--- src/rtl/fetch_seq.sv ---
// Instruction-fetch sequencer: owns the PC and keeps one fetch outstanding to imem, then holds the word until decode takes it.
// Latency: if_valid follows rvalid by one cycle. Backpressure: while decode stalls, the held word waits and no new request is issued.
module fetch_seq #(
    parameter logic [31:0] RESET_PC = 32'h0040_0000
) (
    input  logic        clk,
    input  logic        rst,
    output logic        imem_req,
    output logic [31:0] imem_addr,
    input  logic        imem_gnt,
    input  logic        imem_rvalid,
    input  logic [31:0] imem_rdata,
    input  logic        redirect,
    input  logic [31:0] redirect_pc,
    output logic        if_valid,
    output logic [31:0] if_pc,
    output logic [31:0] if_instr,
    input  logic        if_ready
);

    typedef enum logic [1:0] {S_IDLE, S_REQ, S_WAIT, S_HOLD} state_t;

    state_t      r_state, w_state_nxt;
    logic [31:0] r_pc, w_pc_nxt;
    logic        r_kill, w_kill_nxt;
    logic        r_pend, w_pend_nxt;
    logic [31:0] r_pend_pc, w_pend_pc_nxt;
    logic        r_imem_req, w_imem_req_nxt;
    logic        r_if_valid, w_if_valid_nxt;
    logic [31:0] r_if_pc, w_if_pc_nxt;
    logic [31:0] r_if_instr, w_if_instr_nxt;
    logic [31:0] w_tgt;

    assign w_tgt     = redirect_pc & ~32'd3;
    assign imem_req  = r_imem_req;
    assign imem_addr = r_pc;
    assign if_valid  = r_if_valid;
    assign if_pc     = r_if_pc;
    assign if_instr  = r_if_instr;

    always_comb begin
        w_state_nxt    = r_state;
        w_pc_nxt       = r_pc;
        w_kill_nxt     = r_kill;
        w_pend_nxt     = r_pend;
        w_pend_pc_nxt  = r_pend_pc;
        w_if_valid_nxt = r_if_valid;
        w_if_pc_nxt    = r_if_pc;
        w_if_instr_nxt = r_if_instr;
        case (r_state)
            S_IDLE: begin
                w_state_nxt = S_REQ;
                if (redirect) w_pc_nxt = w_tgt;
            end
            S_REQ: begin
                // The address must not move while requesting, so a redirect is parked in pend_pc.
                if (imem_gnt) begin
                    w_state_nxt = S_WAIT;
                    if (redirect) begin
                        w_kill_nxt    = 1'b1;
                        w_pend_nxt    = 1'b1;
                        w_pend_pc_nxt = w_tgt;
                    end else if (r_pend) begin
                        w_kill_nxt = 1'b1;
                    end
                end else if (redirect) begin
                    w_pend_nxt    = 1'b1;
                    w_pend_pc_nxt = w_tgt;
                end
            end
            S_WAIT: begin
                if (imem_rvalid) begin
                    if (redirect) begin
                        w_pc_nxt    = w_tgt;
                        w_kill_nxt  = 1'b0;
                        w_pend_nxt  = 1'b0;
                        w_state_nxt = S_REQ;
                    end else if (r_kill) begin
                        w_pc_nxt    = r_pend_pc;
                        w_kill_nxt  = 1'b0;
                        w_pend_nxt  = 1'b0;
                        w_state_nxt = S_REQ;
                    end else begin
                        w_if_valid_nxt = 1'b1;
                        w_if_pc_nxt    = r_pc;
                        w_if_instr_nxt = imem_rdata;
                        w_state_nxt    = S_HOLD;
                    end
                end else if (redirect) begin
                    w_kill_nxt    = 1'b1;
                    w_pend_nxt    = 1'b1;
                    w_pend_pc_nxt = w_tgt;
                end
            end
            S_HOLD: begin
                // A redirect wins over pc+4 even when decode accepts in the same cycle.
                if (redirect) begin
                    w_if_valid_nxt = 1'b0;
                    w_pc_nxt       = w_tgt;
                    w_state_nxt    = S_REQ;
                end else if (if_ready) begin
                    w_if_valid_nxt = 1'b0;
                    w_pc_nxt       = r_pc + 32'd4;
                    w_state_nxt    = S_REQ;
                end
            end
            default: w_state_nxt = S_IDLE;
        endcase
        w_imem_req_nxt = (w_state_nxt == S_REQ);
    end

    always_ff @(posedge clk) begin
        if (!rst) begin
            r_state    <= S_IDLE;
            r_pc       <= RESET_PC;
            r_kill     <= 1'b0;
            r_pend     <= 1'b0;
            r_pend_pc  <= RESET_PC;
            r_imem_req <= 1'b0;
            r_if_valid <= 1'b0;
            r_if_pc    <= 32'd0;
            r_if_instr <= 32'd0;
        end else begin
            r_state    <= w_state_nxt;
            r_pc       <= w_pc_nxt;
            r_kill     <= w_kill_nxt;
            r_pend     <= w_pend_nxt;
            r_pend_pc  <= w_pend_pc_nxt;
            r_imem_req <= w_imem_req_nxt;
            r_if_valid <= w_if_valid_nxt;
            r_if_pc    <= w_if_pc_nxt;
            r_if_instr <= w_if_instr_nxt;
        end
    end

endmodule

--- config.mk ---
export PLATFORM = sky130hd
export DESIGN_NAME = fetch_seq
export DESIGN_NICKNAME = d
export VERILOG_FILES = /design/src/rtl/fetch_seq.sv
export SDC_FILE = /design/constraint.sdc
export NUM_CORES = 1
export LEC_CHECK = 0
export ABC_AREA = 1
export BUFFER_PORTS_ARGS = -buffer_cell sky130_fd_sc_hd__buf_4
export CELL_PAD_IN_SITES_DETAIL_PLACEMENT = 0
export CELL_PAD_IN_SITES_GLOBAL_PLACEMENT = 1
export CORE_ASPECT_RATIO = 1.2
export CORE_MARGIN = 5
export CORE_UTILIZATION = 34
export DETAILED_ROUTE_END_ITERATION = 6
export PLACE_DENSITY = 0.86
export SLEW_MARGIN = 20
export SYNTH_ARGS = -nofsm -noshare
export SYNTH_HDL_FRONTEND = slang
export SYNTH_SLANG_ARGS = --single-unit
--- constraint.sdc ---
create_clock -name clk -period 1.8 [get_ports clk]
set_input_delay 0.27 -clock clk [delete_from_list [all_inputs] [get_ports clk]]
set_output_delay 0.27 -clock clk [all_outputs]
set_load 0.02 [all_outputs]
==> results of run 1 <==
## placed cells by master, fill, tap and decap left out, types with 6 or more instances in the layout
master,count
sky130_fd_sc_hd__o21ai_0,77
sky130_fd_sc_hd__buf_12,11
sky130_fd_sc_hd__a21boi_0,12
sky130_fd_sc_hd__nand2_1,141
sky130_fd_sc_hd__nand3_1,30
sky130_fd_sc_hd__clkbuf_16,18
sky130_fd_sc_hd__dfxtp_1,132
sky130_fd_sc_hd__buf_6,7
sky130_fd_sc_hd__nor2_2,6
sky130_fd_sc_hd__nand4_1,9
sky130_fd_sc_hd__inv_1,55
sky130_fd_sc_hd__nor2_1,143
sky130_fd_sc_hd__a21oi_1,96
sky130_fd_sc_hd__nor2_4,8
sky130_fd_sc_hd__buf_4,212
sky130_fd_sc_hd__o21ai_1,66
sky130_fd_sc_hd__nor3_1,13
sky130_fd_sc_hd__inv_2,7
sky130_fd_sc_hd__clkinvlp_4,6
sky130_fd_sc_hd__a31oi_1,18
## worst min-delay path by stage
stage / startpoint / endpoint / cells after the start
global placement: r_pend_pc[8] / r_pend_pc[8] / 2
detailed placement: r_pend_pc[0] / r_pend_pc[0] / 2
finish: imem_rdata[27] / if_instr[27] / 3
CTS: imem_rvalid / r_kill / 2
global route: imem_rdata[20] / if_instr[20] / 3
floorplan: imem_rvalid / r_kill / 1
## worst max-delay path: stages, from the launching register on
cell	delay [ns]
sky130_fd_sc_hd__dfxtp_4	0.40
sky130_fd_sc_hd__ha_4	0.20
sky130_fd_sc_hd__nand2_4	0.07
sky130_fd_sc_hd__nor2_4	0.12
sky130_fd_sc_hd__nor2_4	0.06
sky130_fd_sc_hd__nand3b_4	0.11
sky130_fd_sc_hd__buf_12	0.14
sky130_fd_sc_hd__clkinv_8	0.06
sky130_fd_sc_hd__buf_8	0.12
sky130_fd_sc_hd__buf_6	0.13
sky130_fd_sc_hd__o21ai_1	0.12
sky130_fd_sc_hd__nor2_1	0.06
## state kept, by name, indices dropped and copies added, names as in the netlist
signal     flops
imem_req       1
r_kill         1
if_valid       1
if_instr      32
r_pend_pc     32
imem_addr     32
r_state        2
r_pend         1
if_pc         32
## through the flow
stage / worst slack (ns) / utilization [%] / cell area, um^2
3_3_place_gp: -0.0904 / 44.4 / 8350
5_1_grt: -0.0174 / 49.0 / 9210
2_1_floorplan: 0.0944 / - / 6450
6_report: 0.0917 / 49.0 / 9210
3_5_place_dp: -0.120 / 44.4 / 8350
4_1_cts: 0.00556 / 47.8 / 8980
## synth_stat cells, drive strengths merged
master and count:
nor2 157, o21ai 144, nand2 143, dfxtp 134
a21oi 96, inv 67, nand3 34, buf 28
clkbuf 25, nor3 19, a31oi 18, a21boi 12
nand4 9, ha 7, a211oi 5, xor2 4
nand3b 3, o211ai 3, or2 3, nor4 2
xnor2 2, a211o 1, a22oi 1, a31o 1
and2 1, clkinv 1, o21bai 1
## routing by layer
layer  GRT usage (%)  vias to the layer above
met4            6.74                        0
met3            5.11                       26
met2            33.8                      155
met1            23.4                     3166
met5               0                        -
li1                -                     3486
## power by group through the flow
stage	Combinational, uW	Clock [uW]	Sequential (uW)
global placement	1330	0	3350
finish	1430	3680	3290
CTS	1350	3750	3290
floorplan	602	0	3450
detailed placement	1340	0	3350
global route	1570	3900	3320
## repair_timing
action / in CTS / in global routing
buffers inserted: 0 / 3
resized for setup: 5 / 43
pin swaps: 0 / 3
cloned: 0 / 2
endpoints found under the setup margin: 57 / 63
## cells by family (layout without fill, tap and decap cells)
| group | Yosys count | in the layout | share of synthesized area [%] |
|---|---|---|---|
| compound gates | 282 | 282 | 23.2 |
| xor+xnor | 6 | 6 | 0.815 |
| simple gates | 371 | 371 | 24.8 |
| flops | 134 | 134 | 41.6 |
| buf+inv | 121 | 334 | 8.21 |
| fa+ha+maj | 7 | 7 | 1.36 |
## final cells by class
cell class              count  area [um^2]
multi-input cells         666         3350
fillers                  1888         9580
repair buffers            234         1950
flip-flops and latches    134         2690
inverters                  68          278
well taps                 256          320
clock inverters            13          180
clock buffers              19          443
==> results.txt, run 1 <==
The count of mapped cells out of synthesis is approximately 920. In this run the cell area of the synthesized design comes to 0.00645 mm^2. The final RePlAce weighted congestion came out at 0.877. Port buffering added 165 buffers. The number of hold buffers added after CTS was 0. The number of detailed-route iterations in the first pass came out at 5. The worst register-to-register path begins at r_state[0]. In this run the clock root is driven by a sky130_fd_sc_hd__clkbuf_16. Summed over all instances, the cell type with the most area after synthesis is sky130_fd_sc_hd__dfxtp_1. Tracing the worst setup path back leads to its startpoint at r_state[0]. The flip-flop and latch count after synthesis is 134. The final layout net count is ~1,200.

Dividing total power by cell area gives a power density of 912 mW/mm^2. The number of buffers between clock root and the deepest sink came out at 2. The number of clock buffers added by TritonCTS is 17. The part of the total power dissipated in the clock network is between 40% and 50%. The worst hold path belongs to the class in2reg. During synthesis, Yosys emitted a total of 0 warnings. The detailed-route DRC error count is 0. The max-cap check violation count came out at 0. The initial antenna violation count is 0.

The violation count after the first detailed-route iteration came out at around 520. The internal portion of the total power is 6110 uW. The clock transition at the registers of the reported paths came out at roughly 0.060 ns. Following the worst setup path forward leads to its endpoint at imem_addr[6].

The total wirelength of the detailed-routed design came out at 21,500 um. The number of endpoints failing setup at the final stage came out at 0. Across the routed clock network, the largest skew measured is 0.00783 ns. The final-layout worst hold slack is 0.0654 ns. The area inside the core boundary is approximately 0.019 mm^2. The leakage power summed over all cells came out at roughly 0.0041 uW. The share of the Yosys chip area taken by registers is 41.6%.

The total half-perimeter wirelength after legalization and detailed placement is 15,700 um. The total die area is about 0.022 mm^2. The clock sink count came out at roughly 130. For the worst setup path, the data arrival time is about 2.0 ns. The number of nets handed over by synthesis was approximately 1,000. In the finished design, the share of the clock period the worst path needs comes to 94.9%. The number of nets with antenna violations after routing came out at 0. The transition time at the pin with the least slew margin came out at 0.406 ns. The die width is 136 um.

The sequential fraction of design power is 39.2%. The die span in y is between 150 and 200 um. A synthesized cell averages 7.00 um^2. The register-to-register setup slack came out at ~0.092 ns.

The number of global-route vias before repair is between 6,000 and 7,000. The capture instance of the worst register-to-register path is imem_addr[6]. The largest driver fanout on the critical path is 7. The routed wirelength normalized by instance count is 15.4 um.

The total negative setup slack came out at 0 ns. Subtracting the final worst setup slack from the clock period gives about 1.7 ns. The critical path in this run is classified as reg2reg. The average via count per standard cell came out at ~4.9. The first global-routing pass estimated around 34,000 um of wire. Global routing finished with a remaining overflow of 0. The total length of routed met2 wires came out at 11,000 um. The achievable clock frequency is approximately 0.6 GHz. The final count of pins violating max slew is 0. TritonCTS built the clock tree.

The worst setup path is launched from a flip-flop. After detailed placement, the design holds a cell count of around 1,400. The clock latency of the later-clocked register in the worst-skew pair is roughly 0.42 ns.

The area added between synthesis and finish is 42.9%. Summed over all nets, the switching power comes to 2300 uW. The hold violation total from the final report is 0. The overall global routing resource usage came out at 19.6%.

The run finished with clean final reports. The data required time at the worst endpoint came out at 2.10 ns. The depth of the worst register-to-register path is 11. The power share of the combinational group is ~17%.

In the final layout, the share of cells above drive strength 1 is 27.7%. After layout, the design draws a total of 8400 uW. The count of inserted antenna diode cells came out at 0. The routed length on met1 is 8900 um. The pin count of the biggest net entering global routing came out at 94. The level count of the clock H-tree came out at 4. The starting utilization of the core area is about a third.

The number of library cell types mapped by synthesis came out at 39. The count of standard-cell rows is between 50 and 60. By area the synthesized netlist is led by sky130_fd_sc_hd__dfxtp_1 42%, sky130_fd_sc_hd__nor2_1 8.4%, sky130_fd_sc_hd__nand2_1 8.3%. The maximum resistive drop on vdd came out at ~0.0006 V. Headroom to the max-slew limit came out at 72.7%. Across all layers, the routed design uses a little under 7,000 vias. The switching power as a share of total power came out at between 20% and 30%. The count of boundary I/O pins is around 170. The top layer reached by signal wires is met4. The area share of the largest cell type after synthesis came out at between 40% and 50%. The count of placed standard cells in the final layout, fillers left out came out at between 1,000 and 1,500. The total length of routed met3 wires came out at approximately 1100 um. The endpoint type of the worst setup path is a flip-flop.
Note: power is estimated with default switching activity, not from simulation.
==> run 2: changes to the inputs <==
- CTS_CLUSTER_SIZE: not set -> 28
- PLACE_DENSITY: 0.86 -> 0.83
==> run 2 against run 1 <==
Routed wire length is 2.9% higher. Largest cell class unchanged. Largest power group unchanged. Global-route usage increased by 0.15 points. Worst setup slack gained 0.019 ns. Die area is the same. Maximum frequency is 1.1% higher.
==> results.txt, run 2 (synthesized netlist as in run 1, its figures left out) <==
Clock-pin slew was measured on the worst setup and hold paths at about 0.060 ns. The worst min-delay path category is in2reg. The share of total power dissipated in the clock network is between 40% and 50%.

Entering global routing, the biggest net connects between 100 and 150 pins. The die width came out at roughly 140 um. The level count of the clock H-tree is 4. The total vias in the final route is 6,921. The final-layout worst hold slack came out at 0.0632 ns. Traced cell by cell, the critical path runs through ha_2 -> nand2_4 -> nor2_2 -> nor2_4 -> nand3b_4 -> buf_4 -> nor4_2 -> nor2_1. The first detailed-routing pass took 5 iterations. The worst register-to-register path begins at r_state[1]. The clock drives around 130 sinks.

The post-layout minimum cycle time came out at around 1.7 ns. The run finished with clean final reports. Fill cells in the final layout number approximately 1,900. The master cell of the clock root buffer is sky130_fd_sc_hd__clkbuf_16. The achievable clock frequency came out at 0.592 GHz. The cell internal power dissipation is ~5900 uW. The count of inserted antenna diode cells came out at 0. The initial antenna violation count came out at 0. In this run the tool buffered the top-level ports with approximately 170 buffer cells. The delay contributed by the slowest stage of the critical path is 0.35 ns. By startpoint and endpoint, the worst setup path is classified as reg2reg.

The register-to-register setup slack is around 0.11 ns. In this run the vertical extent of the chip is about 160 um. The depth of the worst register-to-register path is 8. Measured against its own limit, the worst slew margin works out to approximately 65%. The slowest stage cell on the critical path is sky130_fd_sc_hd__dfxtp_2. The global-route wire length before repair is 34,300 um.

The CTS tree is built. The worst setup timing slack at the placement stage came out at -0.101 ns. The top cell types in the final layout, fill and taps aside, are 218 x sky130_fd_sc_hd__buf_4, 142 x sky130_fd_sc_hd__nor2_1, 141 x sky130_fd_sc_hd__nand2_1. The area inside the core boundary came out at 0.0188 mm^2. Data arrives at the worst endpoint at about 2.0 ns. The final count of pins violating max slew is 0. The area added between synthesis and finish is 42.7%. The total die area is about 0.022 mm^2. During I/O placement, the number of pins put on the boundary was between 150 and 200. The longest clock path from root to sink contains 2 buffers. The detailed-route DRC error count is 0.

Setup slack closes at about 0.11 ns. The largest driver fanout on the critical path came out at 5. The count of hold buffers inserted by post-cts repair came out at 0. Counting the buffers created by CTS gives 17. The worst setup path is launched from a flip-flop. The starting utilization of the core area is 34.3%. After detailed routing, the met3 layer carries about 1200 um of wire.

The net load switching power came out at approximately 2300 uW. The final layout net count is between 1,000 and 1,500. The overall overflow remaining after global route came out at 0. The violation count after the first detailed-route iteration is 449. Max-cap violations in this run came to 0. The final cycle utilization of the critical path is 93.9%. The total length of routed met2 wires came out at roughly 11,000 um. Setup violations remaining at the end of the flow were counted as 0. Sequential cells burn between 30% and 40% of the power. The maximum resistive drop on vdd is about 0.00053 V. The maximum clock skew at final layout is 0.00728 ns. The total wirelength of the detailed-routed design came out at approximately 22,000 um. STA classifies the critical path endpoint as a flip-flop.

The destination of the critical timing path is imem_addr[5]. The capture instance of the worst register-to-register path is imem_addr[5]. Leaving out fill and tap cells, the most frequent cell in the layout is sky130_fd_sc_hd__buf_4. The initialized floorplan defines 55 standard-cell rows.

Data on the critical path is required at its endpoint by 2.11 ns. The power density normalized to cell area is around 900 mW/mm^2. Dividing the detail-routed wire length by the instance count gives roughly 16 um. The final RePlAce weighted congestion is between 0.8 and 0.9. The detail route stage leaves a number of antenna-violating nets equal to 0. At the pin with the least slew margin, the transition time is about 0.53 ns. The routed length on met1 came out at 9100 um. In the routed layout, each cell is associated on average with a via count of ~5.0. The overall global routing resource usage is 19.7%. The number of global-route vias before repair is around 6,500. The total half-perimeter wirelength after legalization and detailed placement came out at between 15,000 and 20,000 um. At the later pin of the worst-skew pair, clock insertion delay measures approximately 0.43 ns.

The switching power as a share of total power is about 28%. The leakage power summed over all cells came out at between 0.004 and 0.005 uW. The critical path starts at r_state[1]. Combinational logic is responsible for ~17% of the overall power. The hold violation total from the final report is 0. The post-route netlist has between 20% and 30% of its cells at a drive strength greater than 1. The highest layer touched by signal routing is met4.
## run 2: critical path, delay by kind of cell (launching register included)
family	cells	cell delay, ns
adders and majority gates	1	0.24
buffers and inverters	1	0.19
DFF	1	0.35
and+or+nand+nor	6	0.79
## run 2: worst min-delay path by stage
stage | cells after the start | slack (ns) | to | start
2_1_floorplan | 1 | 0.38 | r_kill | imem_rvalid
3_3_place_gp | 2 | 0.44 | r_pend_pc[8] | r_pend_pc[8]
3_5_place_dp | 2 | 0.45 | r_pend_pc[1] | r_pend_pc[1]
4_1_cts | 3 | 0.05 | if_instr[18] | imem_rdata[18]
5_1_grt | 3 | 0.06 | if_instr[17] | imem_rdata[17]
6_report | 2 | 0.06 | r_kill | imem_rvalid
## run 2: per-stage QoR
step	std cells	util, %	total power [uW]	cell area, um^2	setup TNS [ns]
finish	1388	49.0	8260	9200	0
global placement	1353	44.3	4680	8320	-0.917
floorplan	921	-	4050	6450	0
CTS	1387	47.9	8250	9010	-0.0427
detailed placement	1353	44.3	4700	8320	-1.84
global route	1388	49.0	8610	9200	-0.00970
## run 2: layout make-up
cell class	instances	area, um^2	area share (%)
Clock inverter	12	155	1.69
Clock buffer	19	443	4.82
Tap cell	256	320	3.48
Multi-Input combinational cell	667	3440	37.4
Sequential cell	134	2690	29.2
Inverter	68	263	2.86
Timing Repair Buffer	232	1890	20.5
## run 2: power groups by stage
stage	Sequential, uW	Clock, uW	Combinational [uW]
3_5_place_dp	3350	0	1350
4_1_cts	3280	3600	1370
5_1_grt	3310	3740	1550
2_1_floorplan	3450	0	602
6_report	3290	3550	1420
3_3_place_gp	3340	0	1340
## run 2: layer usage
layer / GRT usage, % / up-vias
li1: - / 3481
met1: 23.7 / 3224
met2: 34.3 / 176
met3: 4.79 / 40
met4: 6.55 / 0
met5: 0 / -
## run 2: timing repair
action / CTS / global route
gates resized for setup: 8 / 47
endpoints found under the setup margin: 87 / 127
pin swaps: 1 / 1
gates cloned: 1 / 1
setup buffers: 2 / 0
